### src/rtl/readout_stream_multi_pkg.sv
// Shared definitions for the multi-channel readout streamer: sweep FSM
// encoding and the channel-index width helper.
package readout_stream_multi_pkg;

    typedef enum logic {
        ST_IDLE  = 1'b0,
        ST_SWEEP = 1'b1
    } state_t;

    localparam logic [15:0] OVERRUN_MAX = 16'hFFFF;

    // Channel index width; a single channel still gets a 1-bit select.
    function automatic int chan_width(input int nchan);
        return (nchan <= 1) ? 1 : $clog2(nchan);
    endfunction

endpackage

### src/rtl/readout_stream_multi_if.sv
// Readout-memory bus plus output stream of the multi-channel streamer.
// master = streamer side, slave = memories/packetiser side.
interface readout_stream_multi_if #(
    parameter int NCHAN         = 4,
    parameter int READOUT_WIDTH = 9,
    parameter int DATA_WIDTH    = 32
);
    import readout_stream_multi_pkg::*;

    localparam int CW = chan_width(NCHAN);

    logic [NCHAN-1:0]            readoutActive;
    logic [NCHAN-1:0]            readoutValid;
    logic [READOUT_WIDTH-1:0]    readoutAddress;
    logic [CW-1:0]               readoutSelect;
    logic [NCHAN*DATA_WIDTH-1:0] readoutData;
    logic [NCHAN-1:0]            readoutPresent;
    logic [CW-1:0]               m_channel;
    logic [READOUT_WIDTH-1:0]    m_index;
    logic [DATA_WIDTH-1:0]       m_data;
    logic                        m_present;
    logic                        m_last;
    logic                        m_valid;
    logic                        m_ready;
    logic [15:0]                 overrunCount;

    modport master (
        input  readoutActive, readoutValid, readoutData, readoutPresent, m_ready,
        output readoutAddress, readoutSelect, m_channel, m_index, m_data,
               m_present, m_last, m_valid, overrunCount
    );

    modport slave (
        output readoutActive, readoutValid, readoutData, readoutPresent, m_ready,
        input  readoutAddress, readoutSelect, m_channel, m_index, m_data,
               m_present, m_last, m_valid, overrunCount
    );

endinterface

### src/rtl/readout_stream_multi_fifo.sv
// Synchronous first-word-fall-through FIFO; o_count lets the producer
// reserve space for reads it has already launched.
module readout_stream_fifo #(
    parameter int WIDTH = 8,
    parameter int DEPTH = 8
) (
    input  logic                   clk,
    input  logic                   rst,
    input  logic                   i_wr_en,
    input  logic [WIDTH-1:0]       i_wr_data,
    input  logic                   i_rd_en,
    output logic [WIDTH-1:0]       o_rd_data,
    output logic                   o_empty,
    output logic [$clog2(DEPTH):0] o_count
);
    localparam int AW = $clog2(DEPTH);

    logic [WIDTH-1:0] r_mem [DEPTH];
    logic [AW-1:0]    r_wr_ptr;
    logic [AW-1:0]    r_rd_ptr;
    logic [AW:0]      r_count;
    logic             w_push;
    logic             w_pop;

    // A pop frees the slot in the same cycle, so a write into a full FIFO is
    // accepted when it coincides with a read.
    assign w_pop  = i_rd_en && (r_count != '0);
    assign w_push = i_wr_en && ((r_count != (AW+1)'(DEPTH)) || w_pop);

    always_ff @(posedge clk) begin
        if (rst) begin
            // NOTE: the storage array is cleared too, so the read port shows
            // zeros right after reset instead of stale entries.
            for (int i = 0; i < DEPTH; i++) begin
                r_mem[i] <= '0;
            end
            r_wr_ptr <= '0;
            r_rd_ptr <= '0;
            r_count  <= '0;
        end else begin
            if (w_push) begin
                r_mem[r_wr_ptr] <= i_wr_data;
                r_wr_ptr        <= r_wr_ptr + AW'(1);
            end
            if (w_pop) begin
                r_rd_ptr <= r_rd_ptr + AW'(1);
            end
            case ({w_push, w_pop})
                2'b10:   r_count <= r_count + (AW+1)'(1);
                2'b01:   r_count <= r_count - (AW+1)'(1);
                default: r_count <= r_count;
            endcase
        end
    end

    assign o_rd_data = r_mem[r_rd_ptr];
    assign o_empty   = (r_count == '0);
    assign o_count   = r_count;

endmodule

### src/rtl/readout_stream_multi.sv
// Multi-channel readout streamer: round-robin sweeps of per-channel readout
// memories over a shared bus, credit-limited into a backpressured stream.
module readout_stream_multi
    import readout_stream_multi_pkg::*;
#(
    parameter int NCHAN         = 4,
    parameter int READOUT_WIDTH = 9,
    parameter int DATA_WIDTH    = 32,
    parameter int READ_LATENCY  = 1,
    parameter int FIFO_DEPTH    = 8
) (
    input logic                   clk,
    input logic                   rst,
    readout_stream_multi_if.master bus
);
    localparam int CW   = chan_width(NCHAN);
    localparam int CNTW = $clog2(FIFO_DEPTH) + 1;
    localparam logic [READOUT_WIDTH-1:0] ADDR_LAST = '1;

    typedef struct packed {
        logic                     valid;
        logic                     last;
        logic [CW-1:0]            chan;
        logic [READOUT_WIDTH-1:0] addr;
    } issue_t;

    typedef struct packed {
        logic                     last;
        logic                     present;
        logic [CW-1:0]            chan;
        logic [READOUT_WIDTH-1:0] idx;
        logic [DATA_WIDTH-1:0]    data;
    } entry_t;

    state_t                   r_state;
    state_t                   w_state_next;
    logic [NCHAN-1:0]         r_valid_d;
    logic [NCHAN-1:0]         r_active_d;
    logic [NCHAN-1:0]         r_pending;
    logic [NCHAN-1:0]         w_trig;
    logic [NCHAN-1:0]         w_clr;
    logic [NCHAN-1:0]         w_overrun_hits;
    logic [CW-1:0]            r_last_chan;
    logic [CW-1:0]            r_select;
    logic [CW-1:0]            w_next_chan;
    logic [CW-1:0]            w_up_chan;
    logic [CW-1:0]            w_wrap_chan;
    logic                     w_up_found;
    logic                     w_found;
    logic                     w_start;
    logic                     w_issue;
    logic                     w_sweep_done;
    logic [READOUT_WIDTH-1:0] r_addr;
    logic [15:0]              r_overrun;
    logic [4:0]               w_hit_count;
    logic [16:0]              w_overrun_sum;
    issue_t                   r_pipe [READ_LATENCY];
    issue_t                   w_ret;
    logic [DATA_WIDTH-1:0]    w_ret_data;
    logic                     w_ret_present;
    logic [CNTW-1:0]          w_fifo_count;
    logic [CNTW-1:0]          w_free;
    logic [CNTW-1:0]          w_inflight;
    logic                     w_fifo_empty;
    logic                     w_wr_en;
    logic                     w_rd_en;
    entry_t                   w_wr_entry;
    entry_t                   w_rd_entry;

    assign w_trig = (bus.readoutValid & ~r_valid_d) | (~bus.readoutActive & r_active_d);

    // Round-robin pick: lowest pending channel above the last served one,
    // otherwise wrap to the lowest pending channel overall.
    always_comb begin
        // NOTE: every combinational output gets a default first so no path
        // leaves it unassigned and no latch is inferred.
        w_up_chan   = '0;
        w_wrap_chan = '0;
        w_up_found  = 1'b0;
        for (int i = NCHAN - 1; i >= 0; i--) begin
            if (r_pending[i]) begin
                w_wrap_chan = CW'(i);
                if (CW'(i) > r_last_chan) begin
                    w_up_chan  = CW'(i);
                    w_up_found = 1'b1;
                end
            end
        end
        w_found     = |r_pending;
        w_next_chan = w_up_found ? w_up_chan : w_wrap_chan;
    end

    always_ff @(posedge clk) begin
        if (rst) begin
            r_state <= ST_IDLE;
        end else begin
            r_state <= w_state_next;
        end
    end

    always_comb begin
        w_state_next = r_state;
        case (r_state)
            ST_IDLE:  if (w_found)      w_state_next = ST_SWEEP;
            ST_SWEEP: if (w_sweep_done) w_state_next = ST_IDLE;
            default:                    w_state_next = ST_IDLE;
        endcase
    end

    // Credit rule: only issue while free FIFO slots exceed reads in flight.
    always_comb begin
        w_inflight = '0;
        for (int i = 0; i < READ_LATENCY; i++) begin
            w_inflight = w_inflight + CNTW'(r_pipe[i].valid);
        end
        w_free       = CNTW'(FIFO_DEPTH) - w_fifo_count;
        w_start      = (r_state == ST_IDLE) && w_found;
        w_issue      = (r_state == ST_SWEEP) && (w_free > w_inflight);
        w_sweep_done = w_issue && (r_addr == ADDR_LAST);
    end

    always_comb begin
        w_clr       = '0;
        w_hit_count = '0;
        for (int i = 0; i < NCHAN; i++) begin
            w_clr[i] = w_start && (CW'(i) == w_next_chan);
        end
        w_overrun_hits = w_trig & r_pending & ~w_clr;
        for (int i = 0; i < NCHAN; i++) begin
            w_hit_count = w_hit_count + 5'(w_overrun_hits[i]);
        end
        w_overrun_sum = {1'b0, r_overrun} + 17'(w_hit_count);
    end

    always_ff @(posedge clk) begin
        if (rst) begin
            r_valid_d   <= '0;
            r_active_d  <= '0;
            r_pending   <= '0;
            r_overrun   <= '0;
            r_last_chan <= CW'(NCHAN - 1);
            r_select    <= '0;
            r_addr      <= '0;
            for (int i = 0; i < READ_LATENCY; i++) begin
                r_pipe[i] <= '0;
            end
        end else begin
            // NOTE: state registers use non-blocking assignments so every
            // register samples pre-edge values regardless of statement order.
            r_valid_d  <= bus.readoutValid;
            r_active_d <= bus.readoutActive;
            r_pending  <= (r_pending & ~w_clr) | w_trig;
            r_overrun  <= w_overrun_sum[16] ? OVERRUN_MAX : w_overrun_sum[15:0];
            if (w_start) begin
                r_select    <= w_next_chan;
                r_last_chan <= w_next_chan;
                r_addr      <= '0;
            end else if (w_issue && !w_sweep_done) begin
                r_addr <= r_addr + READOUT_WIDTH'(1);
            end
            r_pipe[0] <= '{valid: w_issue, last: w_sweep_done, chan: r_select, addr: r_addr};
            for (int i = 1; i < READ_LATENCY; i++) begin
                r_pipe[i] <= r_pipe[i-1];
            end
        end
    end

    assign w_ret = r_pipe[READ_LATENCY-1];

    always_comb begin
        w_ret_data    = '0;
        w_ret_present = 1'b0;
        for (int i = 0; i < NCHAN; i++) begin
            if (CW'(i) == w_ret.chan) begin
                w_ret_data    = bus.readoutData[i*DATA_WIDTH +: DATA_WIDTH];
                w_ret_present = bus.readoutPresent[i];
            end
        end
    end

    // Absent entries are dropped, but the end-of-sweep marker always goes out.
    assign w_wr_en    = w_ret.valid && (w_ret_present || w_ret.last);
    assign w_wr_entry = '{last: w_ret.last, present: w_ret_present, chan: w_ret.chan,
                          idx: w_ret.addr, data: w_ret_data};
    assign w_rd_en    = !w_fifo_empty && bus.m_ready;

    readout_stream_fifo #(
        .WIDTH ($bits(entry_t)),
        .DEPTH (FIFO_DEPTH)
    ) u_fifo (
        .clk       (clk),
        .rst       (rst),
        .i_wr_en   (w_wr_en),
        .i_wr_data (w_wr_entry),
        .i_rd_en   (w_rd_en),
        .o_rd_data (w_rd_entry),
        .o_empty   (w_fifo_empty),
        .o_count   (w_fifo_count)
    );

    assign bus.readoutAddress = r_addr;
    assign bus.readoutSelect  = r_select;
    assign bus.m_channel      = w_rd_entry.chan;
    assign bus.m_index        = w_rd_entry.idx;
    assign bus.m_data         = w_rd_entry.data;
    assign bus.m_present      = w_rd_entry.present;
    assign bus.m_last         = w_rd_entry.last;
    assign bus.m_valid        = !w_fifo_empty;
    assign bus.overrunCount   = r_overrun;

endmodule

### src/flat_wrapper.sv
// flat-port wrapper written by rule: the top's interface ports become plain ports
module readout_stream_multi_flat import readout_stream_multi_pkg::*;
#(
    parameter int NCHAN         = 4,
    parameter int READOUT_WIDTH = 9,
    parameter int DATA_WIDTH    = 32,
    parameter int READ_LATENCY  = 1,
    parameter int FIFO_DEPTH    = 8
)
  (clk, rst, bus_readoutActive, bus_readoutValid, bus_readoutData, bus_readoutPresent, bus_m_ready, bus_readoutAddress, bus_readoutSelect, bus_m_channel, bus_m_index, bus_m_data, bus_m_present, bus_m_last, bus_m_valid, bus_overrunCount);
  readout_stream_multi_if #(.NCHAN(NCHAN), .READOUT_WIDTH(READOUT_WIDTH), .DATA_WIDTH(DATA_WIDTH)) bus_i ();
  input logic clk;
  input logic rst;
  input wire logic [$bits(bus_i.readoutActive)-1:0] bus_readoutActive;
  input wire logic [$bits(bus_i.readoutValid)-1:0] bus_readoutValid;
  input wire logic [$bits(bus_i.readoutData)-1:0] bus_readoutData;
  input wire logic [$bits(bus_i.readoutPresent)-1:0] bus_readoutPresent;
  input wire logic [$bits(bus_i.m_ready)-1:0] bus_m_ready;
  output wire logic [$bits(bus_i.readoutAddress)-1:0] bus_readoutAddress;
  output wire logic [$bits(bus_i.readoutSelect)-1:0] bus_readoutSelect;
  output wire logic [$bits(bus_i.m_channel)-1:0] bus_m_channel;
  output wire logic [$bits(bus_i.m_index)-1:0] bus_m_index;
  output wire logic [$bits(bus_i.m_data)-1:0] bus_m_data;
  output wire logic [$bits(bus_i.m_present)-1:0] bus_m_present;
  output wire logic [$bits(bus_i.m_last)-1:0] bus_m_last;
  output wire logic [$bits(bus_i.m_valid)-1:0] bus_m_valid;
  output wire logic [$bits(bus_i.overrunCount)-1:0] bus_overrunCount;
  assign bus_i.readoutActive = bus_readoutActive;
  assign bus_i.readoutValid = bus_readoutValid;
  assign bus_i.readoutData = bus_readoutData;
  assign bus_i.readoutPresent = bus_readoutPresent;
  assign bus_i.m_ready = bus_m_ready;
  assign bus_readoutAddress = bus_i.readoutAddress;
  assign bus_readoutSelect = bus_i.readoutSelect;
  assign bus_m_channel = bus_i.m_channel;
  assign bus_m_index = bus_i.m_index;
  assign bus_m_data = bus_i.m_data;
  assign bus_m_present = bus_i.m_present;
  assign bus_m_last = bus_i.m_last;
  assign bus_m_valid = bus_i.m_valid;
  assign bus_overrunCount = bus_i.overrunCount;
  readout_stream_multi #(.NCHAN(NCHAN), .READOUT_WIDTH(READOUT_WIDTH), .DATA_WIDTH(DATA_WIDTH), .READ_LATENCY(READ_LATENCY), .FIFO_DEPTH(FIFO_DEPTH)) u_core (.clk(clk), .rst(rst), .bus(bus_i));
endmodule
### config.mk
export PLATFORM = sky130hd
export DESIGN_NAME = readout_stream_multi_flat
export DESIGN_NICKNAME = d
export VERILOG_FILES = /design/src/rtl/readout_stream_multi_pkg.sv /design/src/rtl/readout_stream_multi_if.sv /design/src/rtl/readout_stream_multi_fifo.sv /design/src/rtl/readout_stream_multi.sv /design/src/flat_wrapper.sv
export SDC_FILE = /design/constraint.sdc
export NUM_CORES = 1
export LEC_CHECK = 0
export CORE_UTILIZATION = 53
export CTS_BUF_LIST = sky130_fd_sc_hd__clkbuf_2 sky130_fd_sc_hd__clkbuf_4 sky130_fd_sc_hd__clkbuf_8
export DETAILED_ROUTE_END_ITERATION = 16
export PLACE_DENSITY = 0.81
export SETUP_SLACK_MARGIN = 0.1
export SYNTH_ARGS = -nofsm -noshare
export SYNTH_HDL_FRONTEND = slang
export SYNTH_HIERARCHICAL = 1
export SYNTH_SLANG_ARGS = --single-unit
export TNS_END_PERCENT = 10
### constraint.sdc
create_clock -name clk -period 4 [get_ports clk]
set_input_delay 0.8 -clock clk [delete_from_list [all_inputs] [get_ports clk]]
set_output_delay 0.8 -clock clk [all_outputs]
set_load 0.01 [all_outputs]
==> results of run 1 <==
-- kinds of logic after synthesis --
family | synth area share
AO/OA/AOI/OAI | 0.0283
XOR/XNOR | 0.00661
adder cells (fa/ha/maj) | 0.0103
buffers and inverters | 0.0353
flip-flops | 0.613
multiplexers | 0.167
AND/OR/NAND/NOR | 0.140
-- critical path, delay by kind of cell, from the launching register on --
kind,cells,cell delay [ps]
flip-flops,1,330
adder cells (fa/ha/maj),3,1130
AO/OA/AOI/OAI,2,250
buffers and inverters,1,70
AND/OR/NAND/NOR,6,1870
-- flip-flops by register name (all words and copies together) (netlist names), named ones only --
| name | count |
|---|---|
| u_core/r_valid_d | 4 |
| u_core/u_fifo/r_rd_ptr | 3 |
| u_core/r_active_d | 4 |
| u_core/u_fifo/r_wr_ptr | 3 |
| u_core/bus.overrunCount | 16 |
| u_core/bus.readoutSelect | 2 |
| u_core/bus.readoutAddress | 9 |
| u_core/r_state | 1 |
| u_core/u_fifo/o_count | 4 |
| u_core/r_pipe | 13 |
| u_core/r_pending | 4 |
| u_core/u_fifo/r_mem | 360 |
| u_core/r_last_chan | 2 |
-- stage by stage --
stage,TNS (ps),util,worst slack [ps]
3_3_place_gp,-52.5,0.616,-52.5
6_report,0,0.652,266
3_5_place_dp,-321,0.616,-59.8
5_1_grt,0,0.652,99.1
2_1_floorplan,0,-,302
4_1_cts,0,0.652,172
-- final cells by class --
cell class	instances	area [um2]	area share
Tap cell	468	586	0.0244
Sequential cell	428	12200	0.508
Timing Repair Buffer	257	2750	0.114
Multi-Input combinational cell	857	7050	0.294
Clock inverter	25	168	0.00699
Inverter	31	119	0.00495
Clock buffer	93	1150	0.0479
-- metal layers --
layer / track usage / routed length, um
met4: 0.0779 / 1070
met1: 0.303 / 17100
met2: 0.432 / 23700
met5: 0 / 0
met3: 0.0541 / 4350
-- power by group through the flow --
stage | sequential (W) | combinational, W | clock, W
after detailed placement | 0.00517 | 0.00101 | 0
after CTS | 0.00508 | 0.00101 | 0.00368
after global placement | 0.00516 | 0.000990 | 0
after global routing | 0.00510 | 0.00108 | 0.00386
final | 0.00508 | 0.00101 | 0.00362
after floorplan | 0.00515 | 0.000572 | 0
-- worst min path at each step --
| stage | startpoint | end | slack [ps] | depth (start not counted) |
|---|---|---|---|---|
| final | u_core/bus.readoutSelect[1] | u_core/bus.readoutSelect[1] | 480 | 2 |
| after global routing | u_core/r_state | u_core/r_state | 520 | 1 |
| after global placement | u_core/bus.readoutSelect[1] | u_core/bus.readoutSelect[1] | 460 | 2 |
| after detailed placement | u_core/bus.readoutSelect[1] | u_core/bus.readoutSelect[1] | 470 | 2 |
| after floorplan | u_core/r_state | u_core/r_state | 460 | 1 |
| after CTS | u_core/bus.readoutSelect[1] | u_core/bus.readoutSelect[1] | 480 | 2 |
-- layout by cell type, fill, tap and decap left out, drive strengths merged, types with 20 or more instances in the layout --
cell type	instances
a21oi	28
buf	43
clkbuf	93
clkdlybuf4s50	214
clkinv	20
dfxtp	68
edfxtp	360
inv	33
mux2	45
mux4	123
nand2	106
nor2	389
==> impl_metrics.env, run 1 <==
export IMPL_status="finished clean"
export IMPL_yosysMostFrequentCell="edfxtp_1"
export IMPL_place_area_um2=22700
export IMPL_numPortBuffers=215
export IMPL_grt_pass1_wl_um=72100
export IMPL_synth_area_leaders="edfxtp_1, mux4_2, dfxtp_1, nor2_1, mux2_2"
export IMPL_syn_instance_count=1410
export IMPL_cts_buffers=69
export IMPL_synth_top_cell_area_share=0.544
export IMPL_cts_hold_buffers=0
export IMPL_detail_route_antenna_nets=0
export IMPL_p_int_w=0.00742
export IMPL_via_count=12600
export IMPL_cts_root_buffer="clkbuf_8"
export IMPL_fin_cells=2159
export IMPL_startpoint="u_core/r_pending[0]"
export IMPL_rrSetupSlack_ps=270
export IMPL_num_antenna_cells=0
export IMPL_p_comb_frac=0.104
export IMPL_tightest_slew_ps=843
export IMPL_die_h_um=196
export IMPL_num_rows=70
export IMPL_start_kind="register"
export IMPL_slowest_delay_ps=590
export IMPL_gp_congestion=0.801
export IMPL_final_min_clock_period_ps=3730
export IMPL_cts_sinks=428
export IMPL_grt_max_degree=52
export IMPL_synth_cell_type_count=56
export IMPL_grt_usage=0.246
export IMPL_clk_latency_ps=600
export IMPL_rsz0062_at_grt="yes"
export IMPL_p_leak_nw=7.86
export IMPL_first_iter_violations=1174
export IMPL_hold_violations=0
export IMPL_syn_avg_cell_area_um2=14.1
export IMPL_crit_top_cell="fa_1"
export IMPL_synth_flop_cell="edfxtp_1"
export IMPL_synth_edf_count=360
export IMPL_num_nets_final=1801
export IMPL_r2r_cells=12
export IMPL_p_clk_frac=0.373
export IMPL_r2r_end="u_core/bus.overrunCount[15]"
export IMPL_hold_ws_ps=479
export IMPL_crit_end="u_core/bus.overrunCount[15]"
export IMPL_seq_area_frac_synth=0.613
export IMPL_drive_gt1_frac=0.256
export IMPL_synth_seq_cells=428
export IMPL_syn_nets=1567
export IMPL_drv_slew=0
export IMPL_crit_arrival_ps=4200
export IMPL_syn_cell_area_um2=19900
export IMPL_clk_path_buf_depth=3
export IMPL_r2r_start="u_core/r_pending[0]"
export IMPL_worstPathCellList="or4_1 -> and2_1 -> nand2_1 -> o211ai_1 -> fa_1 -> fa_1 -> inv_1 -> fa_1 -> and4_1 -> nand4_1 -> or4b_2 -> o211a_1"
export IMPL_drc=0
export IMPL_area_growth_pct=20.8
export IMPL_synth_top_cell_by_area="edfxtp_1"
export IMPL_finalClockSkew_ps=47.6
export IMPL_avgViaCountPerCell=5.86
export IMPL_grt_antenna_before_repair=0
export IMPL_start_util=0.540
export IMPL_firstDrtPassIters=5
export IMPL_power_total_w=0.00971
export IMPL_worstPathRequired_ps=4470
export IMPL_dp_hpwl_um=28100
export IMPL_powerDensity_nw_per_um2=405
export IMPL_p_sw_w=0.00229
export IMPL_cp_slowest_cell="or4b_2"
export IMPL_fillCellCount=2568
export IMPL_ioPinCount=216
export IMPL_place_inst=2040
export IMPL_cap_violations=0
export IMPL_end_kind="register"
export IMPL_cts_setup_buffers=0
export IMPL_dieArea_um2=38300
export IMPL_cts_tree="done"
export IMPL_fmax_ghz=0.268
export IMPL_finalCritPeriodShare=0.933
export IMPL_grt_overflow_total=0
export IMPL_setup_viol=0
export IMPL_clk_pin_slew_ps=60
export IMPL_hp_class="reg2reg"
export IMPL_totalWireLength_um=46300
export IMPL_cp_max_fo=4
export IMPL_fin_area_um2=24000
export IMPL_wire_per_inst_um=21.4
export IMPL_max_slew_margin_rel=0.438
export IMPL_crit_type="reg2reg"
export IMPL_async_flop_share=0
export IMPL_die_x_um=196
export IMPL_irDropWorstVdd_v=0.000269
export IMPL_yosys_warnings=6
export IMPL_p_seq_frac=0.523
export IMPL_grt_pass1_vias=13400
export IMPL_switching_share=0.236
export IMPL_ctsResizeCount=0
export IMPL_cts_max_level=3
export IMPL_yosys_top_cells_count="edfxtp_1, nor2_1, mux4_2, nand2_1, dfxtp_1"
export IMPL_core_um2=36800
Power figures use the tool's default switching activity.
==> run 2, diff against run 1 <==
--- a/config.mk
+++ b/config.mk
@@ -8,8 +8,10 @@
 export CORE_UTILIZATION = 53
 export CTS_BUF_LIST = sky130_fd_sc_hd__clkbuf_2 sky130_fd_sc_hd__clkbuf_4 sky130_fd_sc_hd__clkbuf_8
 export DETAILED_ROUTE_END_ITERATION = 16
+export GPL_ROUTABILITY_DRIVEN = 1
 export PLACE_DENSITY = 0.81
 export SETUP_SLACK_MARGIN = 0.1
+export SKIP_LAST_GASP = 1
 export SYNTH_ARGS = -nofsm -noshare
 export SYNTH_HDL_FRONTEND = slang
 export SYNTH_HIERARCHICAL = 1
==> results of run 2 <==
Final layout, timing and power as in run 1 (identical DEF).
